**src/rtl/serial_word_deserializer_pkg.sv**
```systemverilog
`default_nettype none
// +--------------------------------------------------------------------------+
// | ser_deser_pkg : FSM state encoding and line-level constants               |
// | Rev 1.0                                                                   |
// +--------------------------------------------------------------------------+
package ser_deser_pkg;

  typedef enum logic [1:0] {
    IDLE   = 2'd0,
    DATA   = 2'd1,
    PARITY = 2'd2,
    STOP   = 2'd3
  } ser_state_t;

  localparam logic SER_START_BIT = 1'b0;
  localparam logic SER_STOP_BIT  = 1'b1;

endpackage
`default_nettype wire

```
**src/rtl/serial_word_deserializer_if.sv**
```systemverilog
`default_nettype none
// +--------------------------------------------------------------------------+
// | serial_word_deserializer_if : serial input side and parallel word output  |
// | Rev 1.0                                                                   |
// +--------------------------------------------------------------------------+
interface serial_word_deserializer_if #(
  parameter int WIDTH = 4
);
  logic             bit_valid;
  logic             serial_in;
  logic             abort;
  logic [WIDTH-1:0] data_out;
  logic             load;
  logic             busy;
  logic             frame_err;
  logic             parity_err;

  modport master (
    output bit_valid, serial_in, abort,
    input  data_out, load, busy, frame_err, parity_err
  );

  modport slave (
    input  bit_valid, serial_in, abort,
    output data_out, load, busy, frame_err, parity_err
  );
endinterface
`default_nettype wire

```
**src/rtl/serial_word_deserializer_bit_counter.sv**
```systemverilog
`default_nettype none
// +--------------------------------------------------------------------------+
// | ser_bit_counter : clear/enable data-bit counter, terminal count at WIDTH-1|
// | Rev 1.0                                                                   |
// +--------------------------------------------------------------------------+
module ser_bit_counter #(
  parameter int WIDTH = 4
) (
  input  wire  clk,
  input  wire  rst_n,
  input  wire  i_clr,
  input  wire  i_en,
  output logic o_tc
);
  localparam int CW = $clog2(WIDTH);
  localparam logic [CW-1:0] c_last = CW'(WIDTH - 1);

  logic [CW-1:0] r_count;
  logic          w_tc;

  assign w_tc = (r_count == c_last);
  assign o_tc = w_tc;

  always_ff @(posedge clk or negedge rst_n) begin
    if (!rst_n) begin
      r_count <= '0;
    end else if (i_clr) begin
      r_count <= '0;
    end else if (i_en) begin
      r_count <= w_tc ? '0 : r_count + CW'(1);
    end
  end
endmodule
`default_nettype wire

```
**src/rtl/serial_word_deserializer.sv**
```systemverilog
`default_nettype none
// +--------------------------------------------------------------------------+
// | serial_word_deserializer : framed serial stream to WIDTH-bit word + load  |
// | Optional even parity bit: define SER_DESER_PARITY_EN.  Rev 1.0            |
// +--------------------------------------------------------------------------+
module serial_word_deserializer
  import ser_deser_pkg::*;
#(
  parameter int WIDTH     = 4,
  parameter int MSB_FIRST = 0
) (
  input wire                        clk,
  input wire                        reset_n,
  serial_word_deserializer_if.slave bus
);
  localparam logic [1:0] c_st_idle   = IDLE;
  localparam logic [1:0] c_st_data   = DATA;
  localparam logic [1:0] c_st_parity = PARITY;
  localparam logic [1:0] c_st_stop   = STOP;

  logic [1:0]       r_state;
  logic [WIDTH-1:0] r_shift;
  logic [WIDTH-1:0] w_shift_next;
  logic [WIDTH-1:0] r_data_out;
  logic             r_load;
  logic             r_busy;
  logic             r_frame_err;
  logic             w_tc;
  logic             w_start;
  logic             w_cnt_clr;
  logic             w_cnt_en;
  logic             w_par_fail;

  generate
    if (MSB_FIRST != 0) begin : g_msb_first
      assign w_shift_next = {r_shift[WIDTH-2:0], bus.serial_in};
    end else begin : g_lsb_first
      assign w_shift_next = {bus.serial_in, r_shift[WIDTH-1:1]};
    end
  endgenerate

  assign w_start   = (r_state == c_st_idle) && bus.bit_valid && (bus.serial_in == SER_START_BIT);
  assign w_cnt_clr = bus.abort || w_start;
  assign w_cnt_en  = !bus.abort && bus.bit_valid && (r_state == c_st_data);

  ser_bit_counter #(.WIDTH(WIDTH)) u_bit_counter (
    .clk   (clk),
    .rst_n (reset_n),
    .i_clr (w_cnt_clr),
    .i_en  (w_cnt_en),
    .o_tc  (w_tc)
  );

`ifdef SER_DESER_PARITY_EN
  logic r_par_err;
  logic r_parity_err;
  assign w_par_fail     = r_par_err;
  assign bus.parity_err = r_parity_err;
`else
  assign w_par_fail     = 1'b0;
  assign bus.parity_err = 1'b0;
`endif

  always_ff @(posedge clk or negedge reset_n) begin
    if (!reset_n) begin
      r_state     <= c_st_idle;
      r_shift     <= '0;
      r_data_out  <= '0;
      r_load      <= 1'b0;
      r_busy      <= 1'b0;
      r_frame_err <= 1'b0;
`ifdef SER_DESER_PARITY_EN
      r_par_err    <= 1'b0;
      r_parity_err <= 1'b0;
`endif
    end else begin
      r_load      <= 1'b0;
      r_frame_err <= 1'b0;
`ifdef SER_DESER_PARITY_EN
      r_parity_err <= 1'b0;
`endif
      // abort wins over a coincident strobe; data_out is deliberately kept
      if (bus.abort) begin
        r_state <= c_st_idle;
        r_busy  <= 1'b0;
      end else if (bus.bit_valid) begin
        case (r_state)
          c_st_idle: begin
            if (bus.serial_in == SER_START_BIT) begin
              r_state <= c_st_data;
              r_busy  <= 1'b1;
            end
          end
          c_st_data: begin
            r_shift <= w_shift_next;
            if (w_tc) begin
`ifdef SER_DESER_PARITY_EN
              r_state <= c_st_parity;
`else
              r_state <= c_st_stop;
`endif
            end
          end
          c_st_parity: begin
`ifdef SER_DESER_PARITY_EN
            r_par_err <= ^{r_shift, bus.serial_in};
            r_state   <= c_st_stop;
`else
            r_state <= c_st_idle;
            r_busy  <= 1'b0;
`endif
          end
          c_st_stop: begin
            r_state <= c_st_idle;
            r_busy  <= 1'b0;
            if (bus.serial_in != SER_STOP_BIT) begin
              r_frame_err <= 1'b1;
            end
`ifdef SER_DESER_PARITY_EN
            r_parity_err <= r_par_err;
`endif
            if (bus.serial_in == SER_STOP_BIT && !w_par_fail) begin
              r_data_out <= r_shift;
              r_load     <= 1'b1;
            end
          end
          default: r_state <= c_st_idle;
        endcase
      end
    end
  end

  assign bus.data_out  = r_data_out;
  assign bus.load      = r_load;
  assign bus.busy      = r_busy;
  assign bus.frame_err = r_frame_err;
endmodule
`default_nettype wire

```
**src/flat_wrapper.sv**
```systemverilog
// flat-port wrapper written by rule: the top's interface ports become plain ports
module serial_word_deserializer_flat import ser_deser_pkg::*;
#(
  parameter int WIDTH     = 4,
  parameter int MSB_FIRST = 0
)
  (clk, reset_n, bus_bit_valid, bus_serial_in, bus_abort, bus_data_out, bus_load, bus_busy, bus_frame_err, bus_parity_err);
  serial_word_deserializer_if #(.WIDTH(WIDTH)) bus_i ();
  input wire clk;
  input wire reset_n;
  input wire logic [$bits(bus_i.bit_valid)-1:0] bus_bit_valid;
  input wire logic [$bits(bus_i.serial_in)-1:0] bus_serial_in;
  input wire logic [$bits(bus_i.abort)-1:0] bus_abort;
  output wire logic [$bits(bus_i.data_out)-1:0] bus_data_out;
  output wire logic [$bits(bus_i.load)-1:0] bus_load;
  output wire logic [$bits(bus_i.busy)-1:0] bus_busy;
  output wire logic [$bits(bus_i.frame_err)-1:0] bus_frame_err;
  output wire logic [$bits(bus_i.parity_err)-1:0] bus_parity_err;
  assign bus_i.bit_valid = bus_bit_valid;
  assign bus_i.serial_in = bus_serial_in;
  assign bus_i.abort = bus_abort;
  assign bus_data_out = bus_i.data_out;
  assign bus_load = bus_i.load;
  assign bus_busy = bus_i.busy;
  assign bus_frame_err = bus_i.frame_err;
  assign bus_parity_err = bus_i.parity_err;
  serial_word_deserializer #(.WIDTH(WIDTH), .MSB_FIRST(MSB_FIRST)) u_core (.clk(clk), .reset_n(reset_n), .bus(bus_i));
endmodule
```
**config.mk**
```make
export PLATFORM = sky130hd
export DESIGN_NAME = serial_word_deserializer_flat
export DESIGN_NICKNAME = d
export VERILOG_FILES = /design/src/rtl/serial_word_deserializer_pkg.sv /design/src/rtl/serial_word_deserializer_if.sv /design/src/rtl/serial_word_deserializer_bit_counter.sv /design/src/rtl/serial_word_deserializer.sv /design/src/flat_wrapper.sv
export SDC_FILE = /design/constraint.sdc
export NUM_CORES = 1
export LEC_CHECK = 0
export CORE_MARGIN = 1.5
export CORE_UTILIZATION = 45
export DETAILED_ROUTE_END_ITERATION = 10
export PLACE_DENSITY = 0.7
export SETUP_SLACK_MARGIN = 0.2
export SYNTH_ARGS = -nofsm -noshare
export SYNTH_HDL_FRONTEND = slang
export SYNTH_SLANG_ARGS = --single-unit
```
**constraint.sdc**
```tcl
create_clock -name clk -period 3.55 [get_ports clk]
set_clock_uncertainty 0.15 [all_clocks]
set_input_delay 0.355 -clock clk [delete_from_list [all_inputs] [get_ports clk]]
set_output_delay 0.355 -clock clk [all_outputs]
set_load 0.005 [all_outputs]
```
==> results_dict.tcl, run 1 <==
set metrics [dict create \
    r2r-end "u_core.r_shift[0]" \
    die_w_um 41.1 \
    synthMostInstantiatedCell "dfrtp_1" \
    power_density_mw_per_mm2 422 \
    synth_top_cells_by_count "dfrtp_1 (15), mux2_4 (4), nor2_1 (4)" \
    cts_setup_buffers 0 \
    drcViolationCount 0 \
    slowest_delay_ns 0.55 \
    holdCritPathClass "in -> async" \
    grt_pass1_vias 312 \
    period_share_pct 47.2 \
    netlist_instances 48 \
    drtIter0Drc 0 \
    cts_made_buffers 3 \
    ios 13 \
    grt_setup_unrepaired "no" \
    r2r_start "u_core.r_state[1]" \
    dieHeight_um 41.1 \
    worst_setup_path_start_kind "primary input" \
    drv_cap 0 \
    fin_cells 76 \
    die_area_sq_mm 0.00169 \
    critPathArrivalTime_ns 1.68 \
    max-slew-margin-rel_pct 55.4 \
    worstMarginPinSlew_ns 0.667 \
    place.gp.congestion 0.671 \
    rows 13 \
    fmax_mhz 596 \
    syn_nets 54 \
    clock_latency_ns 0.27 \
    drt_pass1_iterations 1 \
    cts_tree "yes" \
    grt_max_degree 16 \
    synth_area_leader_cell "dfrtp_1" \
    floorplan.initialDensity_pct 49.1 \
    ant_nets 0 \
    synth_edf_count 0 \
    wl_per_cell_um 11.4 \
    synthDistinctLibCells 22 \
    clk_pin_slew_ns 0.08 \
    synth.yosys.seq_area_share_pct 57.4 \
    slew_viol_final 0 \
    status "finished clean" \
    cts_root_buffer "clkbuf_4" \
    async_reset_ff_share_pct 100 \
    leakage_nw 0.387 \
    hold-worst-slack_ns 0.337 \
    wl_um 867 \
    cp_num_buf_inv 1 \
    vias_per_cell 4.97 \
    cp-end-kind "flop" \
    core_area_sq_mm 0.00133 \
    dr_total_vias 378 \
    path_class "in -> reg" \
    dp_worst_setup_slack_ns 1.57 \
    nets 68 \
    htree_levels 1 \
    fin_setup_tns_ns 0 \
    clock-sinks 15 \
    antennaDiodeCount 0 \
    ys_ff_latch 15 \
    cts_resized 0 \
    path_delay_family "buffers and inverters" \
    final-hold-violation-count 0 \
    synth_area_leaders "dfrtp_1 (57%), mux2_4 (9.2%), mux2_1 (3.4%), mux2_2 (3.4%), mux2i_1 (3.1%)" \
    path_cells "clkdlybuf4s50_1 > and4bb_1 > mux2_4" \
    worst_slack_ns 1.87 \
    gr-total-overflow 0 \
    yosysWarnings 0 \
    r2r_setup_slack_ns 2.00 \
    hold_buffers 0 \
    area_delta_synth_final_pct 20.8 \
    synthFlopType "dfrtp_1" \
    grt_pass1_wl_um 1410 \
    synth_area_sq_um 654 \
    cp-endpoint "u_core.r_shift[0]" \
    post-place-cells 72 \
    synth.avg_cell_area_sq_um 13.6 \
    cp_slowest_cell "clkdlybuf4s50_1" \
    ff2ff_path_depth 2 \
    synthDominantCellAreaShare_pct 57.4 \
    path_max_fanout 7 \
    fin_util_pct 59.3 \
    fillers 118 \
    globalRouteTotalUtil_pct 13.8 \
    port_buffers 11 \
    cp.depth 3 \
    clockBufferDepth 2 \
    cp.required_ns 3.56 \
    antenna_found_initial 0 \
    period_minus_slack_ns 1.68 \
    vdd_drop_max_uv 246 \
    setup_violations 0 \
    drive_above_1_share_pct 16.4 \
    critPathLaunch "bus_bit_valid" \
]
[sequential cells by signal, summed over array words and instances (netlist names)]
register,count
u_core.bus.busy,1
u_core.bus.load,1
u_core.r_state,2
u_core.bus.data_out,4
u_core.bus.frame_err,1
u_core.r_shift,4
u_core.u_bit_counter.r_count,2
[stage by stage]
| stage | cell area (sq um) | total power [mW] |
|---|---|---|
| finish | 791 | 0.334 |
| global route | 791 | 0.355 |
| CTS | 791 | 0.342 |
| detailed placement | 764 | 0.248 |
| global placement | 764 | 0.246 |
| floorplan | 654 | 0.232 |
[worst register-to-register path, delay by kind of cell (launching register included)]
family / cells / cell delay [ns]
and+or+nand+nor: 1 / 0.52
muxes: 1 / 0.33
DFF: 1 / 0.44
[where the power goes]
part / leakage (nW) / switching, mW / internal (mW)
clock network: 0.0150 / 0.0479 / 0.0434
logic: 0.169 / 0.0127 / 0.0296
registers: 0.203 / 0.0123 / 0.188
total: 0.387 / 0.0729 / 0.261
[per-layer routing]
metal	vias up	share of wire [%]	GRT usage [%]	routed length, um
met2	8	42	16.8	366
met4	0	1.2	9.68	10
met3	2	3.2	3.26	28
met1	177	53	20.6	461
met5	-	0	0	0
li1	191	-	-	-
[how the worst min path moves through the flow]
stage          depth (start not counted)              startpoint                     end
2_1_floorplan                          0                 reset_n         u_core.bus.busy
3_3_place_gp                           1  u_core.bus.data_out[3]  u_core.bus.data_out[3]
3_5_place_dp                           1  u_core.bus.data_out[1]  u_core.bus.data_out[1]
4_1_cts                                1  u_core.bus.data_out[1]  u_core.bus.data_out[1]
5_1_grt                                1  u_core.bus.data_out[3]  u_core.bus.data_out[3]
6_report                               1                 reset_n         u_core.bus.load
[layout by cell type, fill, tap and decap left out, drive strengths merged, types with 2 or more instances in the layout]
cell type,synthesis,layout
dfrtp,15,15
clkdlybuf4s50,0,11
mux2,8,8
nor2,4,4
clkbuf,0,4
inv,2,2
a21oi,2,2
o21a,2,2
mux2i,2,2
nand4,2,2
[logic make-up after synthesis]
group / after synthesis / share of synthesized area (%)
other: 1 / 0.573
flip-flops: 15 / 57.4
adder cells (fa/ha/maj): 1 / 1.91
buffers and inverters: 4 / 4.02
multiplexers: 10 / 19.1
AO/OA/AOI/OAI: 5 / 4.97
AND/OR/NAND/NOR: 12 / 12.0
[layout make-up]
cell class | instances | area [sq um] | share of cell area [%]
tap | 15 | 18.8 | 2.37
sequential | 15 | 375 | 47.5
multi-input combinational | 29 | 253 | 32.0
clock buffer | 4 | 26.3 | 3.32
inverter | 2 | 7.51 | 0.949
timing repair buffer | 11 | 110 | 13.9
No activity file was read; power rests on OpenSTA's default activity.
==> run 2: changes to the inputs <==
==> constraint.sdc (replaced) <==
create_clock -name clk -period 1.65 [get_ports clk]
set_clock_uncertainty 0.15 [all_clocks]
set_input_delay 0.165 -clock clk [delete_from_list [all_inputs] [get_ports clk]]
set_output_delay 0.165 -clock clk [all_outputs]
set_load 0.005 [all_outputs]
==> run 2 against run 1 <==
Global-route usage increased by 1.3 points. Combinational power is 130% higher. Final area rose by 7.6%. Clock power grew 120%. Critical endpoint is now u_core.bus.data_out[3]. Largest cell class unchanged. Largest power group unchanged.
==> results_dict.tcl, run 2 (synthesized netlist as in run 1, its figures left out) <==
set metrics [dict create \
    vdd_drop_max_uv 454 \
    cts_tree "yes" \
    clockBufferDepth 2 \
    antenna_found_initial 0 \
    grt_setup_unrepaired "yes" \
    drive_above_1_share_pct 25.0 \
    fmax_mhz 713 \
    core_area_sq_mm 0.00133 \
    r2r_setup_slack_ns 0.25 \
    met1_usage_pct 13.6 \
    rows 13 \
    ff2ff_path_depth 3 \
    wl_um 986 \
    clk_pin_slew_ns 0.09 \
    holdCritPathClass "in -> async" \
    htree_levels 1 \
    final_common_cell "dfrtp_1" \
    dieHeight_um 41.1 \
    drt_pass1_iterations 4 \
    switchingPower_mw 0.168 \
    area_delta_synth_final_pct 30.0 \
    floorplan.initialDensity_pct 49.1 \
    period_share_pct 85.0 \
    path_class "in -> reg" \
    cp-end-kind "flop" \
    final-hold-violation-count 0 \
    drv_cap 0 \
    antennaDiodeCount 0 \
    die_area_sq_mm 0.00169 \
    layout_common_cells "dfrtp_1 (15), buf_4 (7), clkdlybuf4s50_1 (5)" \
    dp_worst_setup_slack_ns -0.0642 \
    pwr-share-seq_pct 59.3 \
    grt_pass1_vias 415 \
    place.gp.congestion 0.643 \
    cp.required_ns 1.66 \
    worst_slack_ns 0.248 \
    vias_per_cell 5.02 \
    status "finished clean" \
    grt_max_degree 16 \
    dr_total_vias 417 \
    power_density_mw_per_mm2 861 \
    slew_viol_final 0 \
    busiest_layer "met2" \
    power.switching_fraction_pct 22.9 \
    ios 13 \
    share_comb_of_total_power_pct 13.0 \
    port_buffers 11 \
    finish.instance_area_sq_um 851 \
    path_max_fanout 5 \
    period_minus_slack_ns 1.40 \
    grt_pass1_wl_um 1560 \
    ant_nets 0 \
    fin_setup_tns_ns 0 \
    gr-total-overflow 0 \
    clock_latency_ns 0.27 \
    worst_setup_path_start_kind "primary input" \
    die_w_um 41.1 \
    grt_use_met3_pct 3.26 \
    dp_hpwl_um 753 \
    drtIter0Drc 2 \
    nets 75 \
    setup_violations 0 \
    p_int_mw 0.565 \
    cts_root_buffer "clkbuf_4" \
    use_met2_pct 28.1 \
    cts_made_buffers 3 \
    leakage_nw 0.508 \
    clock_power_share_pct 27.7 \
    clock-sinks 15 \
    drcViolationCount 0 \
    wl_per_cell_um 11.9 \
    r2r-end "u_core.r_shift[0]" \
    globalRouteTotalUtil_pct 15.1 \
    critPathArrivalTime_ns 1.41 \
    place_area_sq_um 802 \
    r2r_start "u_core.r_state[0]" \
]
==> run 2: power groups by stage <==
stage	logic, mW	clock network, mW	registers, mW
detailed placement	0.0975	0	0.443
finish	0.0952	0.203	0.434
CTS	0.0970	0.215	0.435
global placement	0.0962	0	0.442
global route	0.104	0.228	0.440
floorplan	0.0671	0	0.432
==> run 2: per-stage QoR <==
step                utilization [%]  hold slack (ns)  instances  power (mW)
CTS                            62.5           0.0422         82       0.747
global route                   63.8           0.0724         83       0.772
finish                         63.8           0.0441         83       0.733
global placement               60.1            0.329         77       0.538
floorplan                         -           -0.281         48       0.499
detailed placement             60.1            0.333         77       0.540
==> run 2: layout make-up <==
class / instances / area, sq um
Fill cell: 118 / 483
Sequential cell: 15 / 375
Multi-Input combinational cell: 29 / 253
Timing Repair Buffer: 18 / 170
Clock buffer: 4 / 26.3
Tap cell: 15 / 18.8
Inverter: 2 / 7.51
==> run 2: critical path: stages <==
cell	delay [ns]
clkdlybuf4s50_1	0.47
and2b_1	0.25
nand4_2	0.18
mux2_1	0.35
==> run 2: worst max path at each step <==
| stage | from | endpoint |
|---|---|---|
| 2_1_floorplan | u_core.r_state[1] | u_core.r_shift[0] |
| 3_3_place_gp | bus_abort | u_core.bus.data_out[3] |
| 3_5_place_dp | bus_abort | u_core.bus.data_out[3] |
| 4_1_cts | u_core.bus.data_out[0] | bus_data_out[0] |
| 5_1_grt | bus_abort | u_core.bus.data_out[3] |
| 6_report | bus_abort | u_core.bus.data_out[3] |
==> run 2: routing by layer <==
metal | up-vias | wire length, um | part of all wire (%)
met5 | - | 0 | 0
met4 | 0 | 10 | 1.0
met3 | 2 | 44 | 4.5
met2 | 8 | 510 | 52
met1 | 201 | 420 | 43
li1 | 206 | - | -
==> run 2: repair_timing <==
action / in CTS / in global routing
setup endpoints to repair: 3 / 6
resized for setup: 2 / 4
hold buffers: 0 / 0
buffers inserted: 1 / 1
==> run 3: changes to the inputs <==
==> constraint.sdc (replaced) <==
create_clock -name clk -period 1.4 [get_ports clk]
set_clock_uncertainty 0.15 [all_clocks]
set_input_delay 0.14 -clock clk [delete_from_list [all_inputs] [get_ports clk]]
set_output_delay 0.14 -clock clk [all_outputs]
set_load 0.005 [all_outputs]
==> run 3 against run 2 <==
Clock-buffer cell count down 1. Global-route usage up 2.4 points. Die area unchanged. Combinational power up 39%. Cell count up 4.8%. Total power up 21%. Sequential power up 18%. Via count up 6.5%. Clock power up 22%. Critical path depth down 1. Register-to-register slack worse by 0.20 ns. Sequential share of layout area down 2.9 points. Largest cell class unchanged. Largest power group unchanged.
==> results_dict.tcl, run 3 (synthesized netlist as in run 1, its figures left out) <==
set metrics [dict create \
    die_w_um 41.1 \
    vias_per_cell 5.10 \
    drv_cap 0 \
    hold_buffers 0 \
    gr-total-overflow 0 \
    cts_root_buffer "clkbuf_4" \
    seq_area_sq_um 375 \
    port_buffers 11 \
    drive_above_1_share_pct 45.8 \
    setup_violations 0 \
    core_area_sq_mm 0.00133 \
    fmax_mhz 741 \
    floorplan.initialDensity_pct 49.1 \
    r2r_setup_slack_ns 0.05 \
    drtIter0Drc 2 \
    r2r-end "u_core.r_shift[0]" \
    wl_um 1160 \
    multiInputGateArea_sq_um 293 \
    ff2ff_path_depth 3 \
    wl_per_cell_um 13.4 \
    antenna_found_initial 0 \
    worst_setup_path_start_kind "flop" \
    dieHeight_um 41.1 \
    slew_viol_final 0 \
    leakage_nw 0.477 \
    path_max_fanout 6 \
    power_density_mw_per_mm2 979 \
    grt_pass1_wl_um 1790 \
    ios 13 \
    die_area_sq_mm 0.00169 \
    dp_worst_setup_slack_ns -0.318 \
    clk_pin_slew_ns 0.09 \
    cts_tree "yes" \
    vdd_drop_max_uv 871 \
    period_minus_slack_ns 1.35 \
    rows 13 \
    nets 79 \
    finish.instance_area_sq_um 910 \
    final_common_cell "dfrtp_1" \
    fillers 101 \
    r2r_start "u_core.r_state[1]" \
    status "finished clean" \
    antennaDiodeCount 0 \
    place.gp.congestion 0.676 \
    critPathArrivalTime_ns 1.38 \
    layout_common_cells "dfrtp_1 (15), mux2_4 (7), buf_4 (7)" \
    cts_made_buffers 3 \
    globalRouteTotalUtil_pct 17.4 \
    grt_max_degree 16 \
    period_share_pct 96.4 \
    grt_setup_unrepaired "yes" \
    clockBufferDepth 2 \
    place_area_sq_um 810 \
    htree_levels 1 \
    ant_nets 0 \
    drcViolationCount 0 \
    drt_pass1_iterations 3 \
    worst_slack_ns 0.0501 \
    dr_total_vias 444 \
    path_class "reg -> reg" \
    hold-worst-slack_ns 0.00715 \
    clock_latency_ns 0.28 \
    area_delta_synth_final_pct 39.0 \
    cp.required_ns 1.43 \
    final-hold-violation-count 0 \
    cp-end-kind "flop" \
    grt_pass1_vias 410 \
    holdCritPathClass "in -> async" \
    clock-sinks 15 \
]
## run 3: cell count changes in the layout (fill, tap and decap cells not counted), moves of 3 or more
cell | before | now
mux2_4 | 4 | 7
clkbuf_2 | 0 | 4
clkdlybuf4s15_1 | 0 | 3
dlymetal6s2s_1 | 4 | 1
buf_6 | 0 | 4
clkdlybuf4s50_1 | 5 | 1
## run 3: power breakdown
part	total [mW]	internal (mW)	switching, mW
clock	0.247	0.106	0.141
combinational	0.132	0.0885	0.0434
sequential	0.511	0.477	0.0342
total	0.890	0.672	0.219
## run 3: how the worst max path moves through the flow
| stage | from | to | slack, ns | cells after the start |
|---|---|---|---|---|
| floorplan | u_core.r_state[1] | u_core.r_shift[0] | 0.03 | 3 |
| global placement | bus_abort | u_core.bus.data_out[3] | -0.26 | 4 |
| detailed placement | bus_abort | u_core.bus.data_out[3] | -0.32 | 4 |
| CTS | u_core.r_state[1] | u_core.r_shift[3] | 0.04 | 3 |
| global route | u_core.r_state[1] | u_core.r_shift[3] | 0.02 | 3 |
| finish | u_core.r_state[1] | u_core.r_shift[0] | 0.05 | 3 |
## run 3: layout make-up
| cell class | instances | share of cell area, % |
|---|---|---|
| tap | 15 | 2.06 |
| clock buffer | 3 | 2.48 |
| clock inverter | 1 | 0.550 |
| sequential | 15 | 41.3 |
| inverter | 2 | 0.825 |
| timing repair buffer | 22 | 20.6 |
| multi-input combinational | 29 | 32.2 |
## run 3: timing repair
| item | in CTS | in global routing |
|---|---|---|
| gates resized for setup | 19 | 16 |
| setup endpoints to repair | 18 | 20 |
| hold endpoints to repair | 0 | 0 |
| setup buffers | 3 | 2 |
| pin swaps | 1 | 2 |
## run 3: critical path, stage by stage (launching register included)
cell and delay (ns):
dfrtp_1 0.39, and4bb_1 0.26, buf_6 0.14, mux2_4 0.30
## run 3: layer usage
layer | vias to the layer above | global-route usage [%] | routed length [um]
met5 | - | 0 | 0
met4 | 0 | 7.26 | 19
met3 | 2 | 6.52 | 42
met2 | 10 | 31.3 | 599
met1 | 219 | 17.9 | 501
li1 | 213 | - | -
## run 3: stage by stage
| stage | power (mW) | instances | setup TNS [ns] | util [%] |
|---|---|---|---|---|
| 2_1_floorplan | 0.588 | 48 | 0 | - |
| 3_3_place_gp | 0.638 | 78 | -2.37 | 60.7 |
| 3_5_place_dp | 0.639 | 78 | -2.68 | 60.7 |
| 4_1_cts | 0.895 | 85 | 0 | 65.9 |
| 5_1_grt | 0.939 | 87 | 0 | 68.2 |
| 6_report | 0.890 | 87 | 0 | 68.2 |
